==> src/rtl/lc3_sim_pkg.sv <==
// Shared state encodings and default parameters for the reset/run sequencer.
// Pure declarations: no latency, no backpressure.
package lc3_sim_pkg;

  typedef enum logic [2:0] {
    ST_PRE     = 3'd0,
    ST_ASSERT  = 3'd1,
    ST_RELEASE = 3'd2,
    ST_RUN     = 3'd3,
    ST_DONE    = 3'd4
  } rseq_state_t;

  localparam int DEF_PRE_CYCLES     = 5;
  localparam int DEF_PULSE_CYCLES   = 1;
  localparam int DEF_NUM_CH         = 2;
  localparam int DEF_STAGGER        = 2;
  localparam int DEF_TIMEOUT_CYCLES = 250;
  localparam int DEF_CNT_W          = 16;

endpackage

==> src/rtl/sat_counter.sv <==
// Up-counter with synchronous clear (priority), enable, and saturation at all ones.
// Latency: count visible one edge after enable. No backpressure; clear always wins.
module sat_counter
  import lc3_sim_pkg::*;
#(
  parameter int CNT_W = DEF_CNT_W
) (
  input  logic             clk,
  input  logic             rst,
  input  logic             clr,
  input  logic             en,
  output logic [CNT_W-1:0] q
);

  always_ff @(posedge clk or posedge rst) begin
    if (rst) begin
      q <= '0;
    end else if (clr) begin
      q <= '0;
    end else if (en && (q != '1)) begin
      q <= q + CNT_W'(1);
    end
  end

endmodule

==> src/rtl/reset_run_sequencer.sv <==
// Power-on reset pulse with staggered per-channel release, then a run-cycle counter and watchdog.
// Latency: all outputs registered; halt/timeout reach o_Done on the sampling edge. No backpressure.
// Optional RSEQ_WATCHDOG_EN builds the run watchdog; otherwise o_Timeout is tied low.
module reset_run_sequencer
  import lc3_sim_pkg::*;
#(
  parameter int PRE_CYCLES     = DEF_PRE_CYCLES,
  parameter int PULSE_CYCLES   = DEF_PULSE_CYCLES,
  parameter int NUM_CH         = DEF_NUM_CH,
  parameter int STAGGER        = DEF_STAGGER,
  parameter int TIMEOUT_CYCLES = DEF_TIMEOUT_CYCLES,
  parameter int CNT_W          = DEF_CNT_W
) (
  input  logic              i_CLK,
  input  logic              i_Reset,
  input  logic              i_Start,
  input  logic              i_Halt,
  output logic [NUM_CH-1:0] o_Ch_Reset,
  output logic              o_Run,
  output logic [CNT_W-1:0]  o_Cycle_Count,
  output logic              o_Done,
  output logic              o_Timeout,
  output logic [2:0]        o_State
);

  localparam int LAST_REL = (NUM_CH - 1) * STAGGER;

  rseq_state_t       state_q;
  logic [NUM_CH-1:0] ch_reset_q;
  logic              run_q;
  logic              done_q;
  logic [CNT_W-1:0]  phase_q;
  logic [CNT_W-1:0]  phase_next;
  logic [CNT_W-1:0]  run_cnt_q;
  logic              ph_clr, ph_en;
  logic              run_clr, run_en;
  logic              restart;
  logic              rel_done;
  logic              wd_hit;

  // Channel k stays held while fewer than k*STAGGER release cycles have elapsed.
  function automatic logic [NUM_CH-1:0] held_mask(input logic [CNT_W-1:0] n);
    logic [NUM_CH-1:0] m;
    m = '0;
    for (int k = 0; k < NUM_CH; k++) begin
      m[k] = ((k * STAGGER) > int'(n));
    end
    return m;
  endfunction

  assign restart    = i_Start && (state_q != ST_PRE);
  assign phase_next = phase_q + CNT_W'(1);
  assign rel_done   = (int'(phase_next) >= LAST_REL);

`ifdef RSEQ_WATCHDOG_EN
  logic timeout_q;
  assign wd_hit    = (run_cnt_q == CNT_W'(TIMEOUT_CYCLES - 1));
  assign o_Timeout = timeout_q;
`else
  assign wd_hit    = 1'b0;
  assign o_Timeout = 1'b0;
`endif

  always_comb begin
    ph_clr = 1'b1;
    ph_en  = 1'b0;
    case (state_q)
      ST_PRE: begin
        if (phase_q != CNT_W'(PRE_CYCLES)) begin
          ph_clr = 1'b0;
          ph_en  = 1'b1;
        end
      end
      ST_ASSERT: begin
        if (phase_q != CNT_W'(PULSE_CYCLES - 1)) begin
          ph_clr = 1'b0;
          ph_en  = 1'b1;
        end
      end
      ST_RELEASE: begin
        ph_clr = 1'b0;
        ph_en  = 1'b1;
      end
      default: begin
        ph_clr = 1'b1;
        ph_en  = 1'b0;
      end
    endcase
    if (restart) begin
      ph_clr = 1'b1;
    end
  end

  // Run counter is held at zero until RUN and freezes on the exiting edge.
  assign run_clr = restart || (state_q == ST_PRE) || (state_q == ST_ASSERT) ||
                   (state_q == ST_RELEASE);
  assign run_en  = (state_q == ST_RUN) && !i_Halt && !wd_hit;

  sat_counter #(.CNT_W(CNT_W)) u_phase_cnt (
    .clk (i_CLK),
    .rst (i_Reset),
    .clr (ph_clr),
    .en  (ph_en),
    .q   (phase_q)
  );

  sat_counter #(.CNT_W(CNT_W)) u_run_cnt (
    .clk (i_CLK),
    .rst (i_Reset),
    .clr (run_clr),
    .en  (run_en),
    .q   (run_cnt_q)
  );

  always_ff @(posedge i_CLK or posedge i_Reset) begin
    if (i_Reset) begin
      state_q    <= ST_PRE;
      ch_reset_q <= '0;
      run_q      <= 1'b0;
      done_q     <= 1'b0;
`ifdef RSEQ_WATCHDOG_EN
      timeout_q  <= 1'b0;
`endif
    end else if (restart) begin
      state_q    <= ST_PRE;
      ch_reset_q <= '1;
      run_q      <= 1'b0;
      done_q     <= 1'b0;
`ifdef RSEQ_WATCHDOG_EN
      timeout_q  <= 1'b0;
`endif
    end else begin
      case (state_q)
        ST_PRE: begin
          if (phase_q == CNT_W'(PRE_CYCLES)) begin
            state_q    <= ST_ASSERT;
            ch_reset_q <= '1;
          end
        end
        ST_ASSERT: begin
          if (phase_q == CNT_W'(PULSE_CYCLES - 1)) begin
            ch_reset_q <= held_mask('0);
            if (LAST_REL == 0) begin
              state_q <= ST_RUN;
              run_q   <= 1'b1;
            end else begin
              state_q <= ST_RELEASE;
            end
          end
        end
        ST_RELEASE: begin
          ch_reset_q <= held_mask(phase_next);
          if (rel_done) begin
            state_q <= ST_RUN;
            run_q   <= 1'b1;
          end
        end
        ST_RUN: begin
          if (i_Halt) begin
            state_q <= ST_DONE;
            run_q   <= 1'b0;
            done_q  <= 1'b1;
          end else if (wd_hit) begin
            state_q   <= ST_DONE;
            run_q     <= 1'b0;
            done_q    <= 1'b1;
`ifdef RSEQ_WATCHDOG_EN
            timeout_q <= 1'b1;
`endif
          end
        end
        ST_DONE: begin
          state_q <= ST_DONE;
        end
        default: begin
          state_q <= ST_PRE;
        end
      endcase
    end
  end

  assign o_Ch_Reset    = ch_reset_q;
  assign o_Run         = run_q;
  assign o_Done        = done_q;
  assign o_Cycle_Count = run_cnt_q;
  assign o_State       = state_q;

endmodule

==> config.mk <==
export PLATFORM = sky130hd
export DESIGN_NAME = reset_run_sequencer
export DESIGN_NICKNAME = d
export VERILOG_FILES = /design/src/rtl/lc3_sim_pkg.sv /design/src/rtl/sat_counter.sv /design/src/rtl/reset_run_sequencer.sv
export SDC_FILE = /design/constraint.sdc
export NUM_CORES = 1
export LEC_CHECK = 0
export CAP_MARGIN = 20
export CORE_AREA = 8 8 109 61
export DETAILED_ROUTE_END_ITERATION = 12
export DIE_AREA = 0 0 117 69
export GPL_TIMING_DRIVEN = 0
export PLACE_DENSITY = 0.85
export RECOVER_POWER = 25
export SLEW_MARGIN = 15
export SYNTH_ARGS = -nofsm -noshare
export SYNTH_HDL_FRONTEND = slang
export SYNTH_HIERARCHICAL = 1
export SYNTH_SLANG_ARGS = --single-unit
==> constraint.sdc <==
create_clock -name i_CLK -period 2.3 [get_ports i_CLK]
set_input_delay 0.46 -clock i_CLK [delete_from_list [all_inputs] [get_ports i_CLK]]
set_output_delay 0.46 -clock i_CLK [all_outputs]
set_load 0.01 [all_outputs]
==> impl_metrics.py, run 1 <==
metrics = {
    "run_status": {
        "outcome": "complete, but fails checks",
        "violations": "negative setup slack",
    },
    "power": {
        "peakVddDrop_uv": 385,
        "leakage_nw": 1.35,
        "power.total_mw": 3.02,
        "powerDensity_nw_per_um2": 840,
    },
    "yosys": {
        "synth_edf_count": 0,
        "async_reset_ff_share_pct": 100,
        "synthesis.area_um2": 2550,
        "netlist_instances": 294,
        "post_synth_num_cell_types": 55,
        "yosysSeqAreaShare_pct": 38.3,
        "yosysWarnings": 6,
        "synth_fp_nets": 300,
        "avgSynthCellArea_um2": 8.66,
        "yosys_most_used_dff": "dfrtp_1",
        "synth.ff_latch_count": 39,
    },
    "clock_tree": {
        "clk_latency_ns": 0.30,
        "clock-root-buffer": "clkbuf_8",
        "clk_path_buf_depth": 2,
        "clock-sinks": 39,
        "cts_tree": "yes",
        "holdBufCountCts": 0,
        "clkTransAtPathRegs_ns": 0.09,
        "cts-buffers-inserted": 5,
        "cts_max_level": 2,
    },
    "setup_path": {
        "r2r_slack_ns": -0.28,
        "start_kind": "flip-flop",
        "critPathKind": "reg2reg",
        "worstPathRequired_ns": 2.52,
        "crit_arrival_ns": 2.80,
        "cp_max_fo": 6,
        "endpoint_kind": "flip-flop",
    },
    "drt": {
        "remaining_drc_errors": 0,
        "first_pass_iters": 6,
        "avgRoutedWirePerCell_um": 19.8,
        "drtAntennaViolNets": 0,
        "routed_wl_um": 8670,
        "routed_via_density": 6.62,
        "via_count": 2901,
        "drtIter0Drc": 377,
    },
    "cells_and_area": {
        "area_delta_synth_final_pct": 41.2,
        "nets": 370,
        "drive_gt1_share_pct": 31.2,
        "final_common_cell": "buf_4",
        "final_cell_mix": "buf_4, clkdlybuf4s50_1, nand2_1, dfrtp_1, a21oi_1",
        "diodes": 0,
    },
    "timing": {
        "finalSetupViolations": 17,
        "finalCriticalPeriod_ns": 2.58,
        "rsz0062_at_grt": "yes",
        "slew_violations": 0,
        "setup_ws_ns": -0.279,
        "tightest_slew_ns": 0.809,
        "max_freq_ghz": 0.388,
        "period_share_pct": 112,
        "finalClockSkew_ns": 0.0114,
        "max_slew_margin_pct": 45.6,
        "hold_slack_ns": 0.496,
        "hold_viol": 0,
    },
    "global_route": {
        "globalRouteMet1Util_pct": 29.1,
        "grt_overflow_total": 0,
        "grt_pass1_vias": 2557,
        "globalRouteMet3Util_pct": 5.99,
        "grt_pass1_wl_um": 12700,
        "grt.total_usage_pct": 19.7,
        "grt_start_max_net_pins": 17,
        "use_met2_pct": 26.5,
        "busiest_layer": "met1",
        "antenna_found_initial": 0,
    },
    "floorplan": {
        "initial_utilization_pct": 49.2,
        "dieArea_um2": 8070,
        "row_count": 19,
        "fp.dieH_um": 69,
        "die_w_um": 117,
        "coreArea_um2": 5180,
        "ios": 28,
    },
    "min_path": {
        "hp-class": "reg2reg",
    },
    "placement": {
        "port_buffers": 25,
        "place.gp.congestion": 0.909,
        "hpwlAfterDp_um": 5230,
    },
    "run": {
        "cap_violations": 0,
    },
}
[path summary, 6_finish.rpt]
kind | from | end | cells past startpoint
min reg2reg | o_Ch_Reset[1]$_DFFE_PP0P_ | o_Ch_Reset[1]$_DFFE_PP0P_ | 1
max in group asynchronous | i_Reset | u_phase_cnt/q[15]$_DFFE_PP0P_ | 2
max | u_phase_cnt/q[12]$_DFFE_PP0P_ | u_phase_cnt/q[12]$_DFFE_PP0P_ | 11
max reg2reg | u_phase_cnt/q[12]$_DFFE_PP0P_ | u_phase_cnt/q[12]$_DFFE_PP0P_ | 11
min | o_Ch_Reset[1]$_DFFE_PP0P_ | o_Ch_Reset[1]$_DFFE_PP0P_ | 1
min in group asynchronous | i_Reset | o_State[1]$_DFFE_PP0P_ | 2
[final cells by class]
class                   count  area [um^2]
repair buffers             64          593
inverters                  13         48.8
fillers                   391         1590
well taps                  73         91.3
plain buffers              12          105
clock inverters             2         60.1
multi-input cells         229         1630
flip-flops and latches     39          997
clock buffers               6         72.6
[registers in the layout (all words and copies together), names as in the netlist]
name,cells
o_Run,1
u_phase_cnt/q,16
o_State,3
o_Done,1
o_Ch_Reset,2
u_run_cnt/q,16
[logic make-up after synthesis]
family	after synthesis	synth area share (%)
adders and majority gates	2	0.982
muxes	6	2.55
other	1	0.147
buffers and inverters	26	4.76
AOI/OAI and AO/OA	77	19.5
xor gates and xnor gates	1	0.344
and+or+nand+nor	142	33.4
DFF	39	38.3
[power breakdown]
group          internal [mW]  switching [mW]
registers              0.770           0.100
clock network          0.434           0.260
logic                  0.749           0.710
total                   1.95            1.07
[critical path, cell delays in order, from the launching register on]
cell      delay [ns]
dfrtp_2         0.41
or4_4           0.53
nor4_4          0.37
nand4_4         0.13
o21bai_1        0.22
a21oi_2         0.09
clkbuf_8        0.16
buf_4           0.13
nand3_1         0.08
or4_4           0.13
o21ai_1         0.07
a21oi_1         0.16
[cells in the mapped netlist, types with 3 or more instances]
master	n	area (um^2)
nor2_1	17	63.8
o21ai_0	14	70.1
o31ai_1	10	75.1
or4_4	3	33.8
nand2b_1	4	25.0
nand3_1	15	75.1
clkbuf_1	6	22.5
or4_1	12	90.1
nor3_1	13	65.1
nor2b_1	8	50.1
nand2_1	25	93.8
nor4_1	6	37.5
o41ai_1	4	35.0
nand4_1	11	68.8
a21oi_1	27	135
dfrtp_1	39	976
or3_1	13	81.3
inv_1	13	48.8
mux2_2	4	45.0
buf_4	3	22.5
[metal layers]
layer	wire length (um)	share of wire, %	vias up
met5	0	0	-
met4	165	1.9	0
met3	1120	13	28
met2	3620	42	210
met1	3760	43	1395
li1	-	-	1268
[through the flow]
| step | util, % | instance area, um^2 | setup TNS [ns] | cells | setup WS [ns] |
|---|---|---|---|---|---|
| finish | 69.4 | 3600 | -3.19 | 438 | -0.279 |
| global route | 69.4 | 3600 | -4.25 | 438 | -0.350 |
| CTS | 64.7 | 3350 | -2.37 | 424 | -0.190 |
| detailed placement | 56.0 | 2900 | -7.07 | 392 | -0.509 |
| global placement | 56.0 | 2900 | -5.74 | 392 | -0.461 |
| floorplan | - | 2560 | -0.0474 | 294 | -0.0474 |
[timing repair]
item	in CTS	in global routing
resized for setup	45	33
buffers inserted	25	16
pin swaps	16	22
gates cloned	0	1
setup endpoints to repair	22	26
No activity file was read; power rests on OpenSTA's default activity.
==> run 2, diff against run 1 <==
- CORE_AREA: 8 8 109 61 -> 8 8 116 65
- DIE_AREA: 0 0 117 69 -> 0 0 124 73
- PLACE_DENSITY: 0.85 -> 0.77
==> run 2 against run 1 <==
- the run still ends with negative setup slack left
- die area up 12%
- worst setup slack better by 0.0078 ns
- final cell count grew 0.46%
- sequential cell count is the same
- wire length shrank 2.0%
- sequential power grew 4.4%
- clock power up 29%
- power shrank 1.9%
- count of clock-buffer cells in the layout unchanged
==> impl_metrics.py, run 2 (same netlist as run 1, synthesis figures left out) <==
metrics = {
    "drt": {
        "routed_via_density": 6.48,
        "first_pass_iters": 6,
        "via_count": 2849,
        "drtIter0Drc": 461,
        "avgRoutedWirePerCell_um": 19.3,
        "routed_wl_um": 8490,
        "remaining_drc_errors": 0,
        "drtAntennaViolNets": 0,
    },
    "run_status": {
        "outcome": "complete, but fails checks",
        "violations": "negative setup slack",
    },
    "timing": {
        "hold_slack_ns": 0.501,
        "setup_ws_ns": -0.271,
        "slew_violations": 0,
        "period_share_pct": 112,
        "hold_viol": 0,
        "max_slew_margin_pct": 47.5,
        "finalCriticalPeriod_ns": 2.57,
        "tightest_slew_ns": 0.782,
        "rsz0062_at_grt": "yes",
        "finalClockSkew_ns": 0.00567,
        "finalSetupViolations": 18,
        "max_freq_ghz": 0.389,
    },
    "setup_path": {
        "endpoint_kind": "flip-flop",
        "reg2reg_depth": 11,
        "slowest_delay_ns": 0.55,
        "start_kind": "flip-flop",
        "r2r_start": "u_phase_cnt/q[13]$_DFFE_PP0P_",
        "worstPathRequired_ns": 2.50,
        "r2r-end": "u_phase_cnt/q[10]$_DFFE_PP0P_",
        "worstPathCellList": "or4_4 -> nor4_4 -> buf_6 -> nand4_4 -> o21bai_1 -> a21oi_2 -> clkbuf_8 -> buf_4 -> nand2_4 -> o41ai_1 -> a21oi_1",
        "crit_path_start": "u_phase_cnt/q[13]$_DFFE_PP0P_",
        "crit_arrival_ns": 2.77,
        "cp_max_fo": 7,
        "cp_slowest_cell": "or4_4",
        "critPathKind": "reg2reg",
        "r2r_slack_ns": -0.27,
    },
    "clock_tree": {
        "clk_path_buf_depth": 2,
        "cts_max_level": 2,
        "cts-buffers-inserted": 5,
        "clk_latency_ns": 0.28,
        "clock-root-buffer": "clkbuf_16",
        "clock-sinks": 39,
        "clkTransAtPathRegs_ns": 0.06,
        "cts_tree": "yes",
    },
    "floorplan": {
        "row_count": 20,
        "fp.dieH_um": 73,
        "coreArea_um2": 5860,
        "initial_utilization_pct": 43.5,
        "die_w_um": 124,
        "ios": 28,
        "dieArea_um2": 9050,
    },
    "power": {
        "peakVddDrop_uv": 411,
        "seqPwrFrac_pct": 30.6,
        "leakage_nw": 1.35,
        "p_switching_mw": 1.02,
        "p_sw_share_pct": 34.3,
        "powerDensity_nw_per_um2": 828,
        "pwr-share-clk_pct": 30.1,
        "p_comb_share_pct": 39.3,
        "p_int_mw": 1.95,
    },
    "min_path": {
        "hp-class": "reg2reg",
        "hp-start": "o_Ch_Reset[0]$_DFFE_PP0P_",
        "whs_endpoint": "o_Ch_Reset[0]$_DFFE_PP0P_",
        "whs_path_depth": 1,
    },
    "global_route": {
        "grt.total_usage_pct": 17.6,
        "grt_pass1_wl_um": 12700,
        "grt_start_max_net_pins": 17,
        "antenna_found_initial": 0,
        "grt_pass1_vias": 2505,
        "grt_overflow_total": 0,
    },
    "cells_and_area": {
        "area_delta_synth_final_pct": 40.7,
        "diodes": 0,
        "drive_gt1_share_pct": 30.3,
        "final_common_cell": "buf_4",
        "postLayoutCoreUtil_pct": 61.2,
        "nets": 368,
        "final_cell_mix": "buf_4, dfrtp_1, clkdlybuf4s50_1",
    },
    "run": {
        "cap_violations": 0,
    },
    "placement": {
        "port_buffers": 25,
        "place.gp.congestion": 0.872,
        "hpwlAfterDp_um": 5270,
    },
}
## run 2: cell types whose count changed in the layout (fill, tap and decap cells not counted), sizes merged
cell,delta
dlymetal6s2s,+1
dlygate4sd2,-1
buf,-1
clkbuf,-1
## run 2: through the flow
stage / setup TNS (ns) / power [mW] / worst slack (ns) / instance area (um^2) / std cells
final: -3.49 / 2.97 / -0.271 / 3580 / 440
after global placement: -6.11 / 1.62 / -0.501 / 2910 / 396
after global routing: -4.99 / 3.10 / -0.334 / 3580 / 440
after detailed placement: -8.12 / 1.65 / -0.585 / 2910 / 396
after CTS: -2.20 / 2.76 / -0.194 / 3320 / 422
after floorplan: -0.0474 / 1.41 / -0.0474 / 2560 / 294
## run 2: final cells by class
class                           count  area (um^2)
Fill cell                         460         2270
Tap cell                           77         96.3
Sequential cell                    39          996
Timing Repair Buffer               62          553
Clock inverter                      2         60.1
Clock buffer                        6          129
Multi-Input combinational cell    229         1600
Inverter                           13         48.8
Buffer                             12         97.6
## run 2: worst max path at each step
stage	endpoint	slack, ns
after floorplan	u_phase_cnt/q[13]$_DFFE_PP0P_	-0.05
after global placement	u_run_cnt/q[13]$_DFFE_PP0P_	-0.50
after detailed placement	u_run_cnt/q[13]$_DFFE_PP0P_	-0.58
after CTS	u_phase_cnt/q[13]$_DFFE_PP0P_	-0.19
after global routing	u_phase_cnt/q[10]$_DFFE_PP0P_	-0.33
final	u_phase_cnt/q[10]$_DFFE_PP0P_	-0.27
## run 2: metal layers
metal,wire (um),vias to the layer above,GRT usage (%)
li1,-,1282,-
met1,3800,1361,25.3
met2,3490,189,24.2
met3,1110,17,6.80
met4,92,0,3.14
met5,0,-,0
## run 2: power by group through the flow
stage	clock, mW	sequential (mW)	combinational [mW]
finish	0.893	0.908	1.16
global route	0.931	0.922	1.24
CTS	0.900	0.905	0.960
detailed placement	0	0.891	0.763
global placement	0	0.882	0.741
floorplan	0	0.872	0.539
## run 2: critical path: cells and delay by family (launching register included)
kind	cells	cell delay, ns
buffers and inverters	3	0.49
AND/OR/NAND/NOR	4	1.05
flip-flops	1	0.38
AO/OA/AOI/OAI	4	0.56
## run 2: repair_timing
action	4_1_cts	5_1_grt
hold buffers	0	0
pin swaps	14	14
resized for setup	35	36
setup endpoints to repair	23	27
cloned	0	0
buffers inserted	18	20
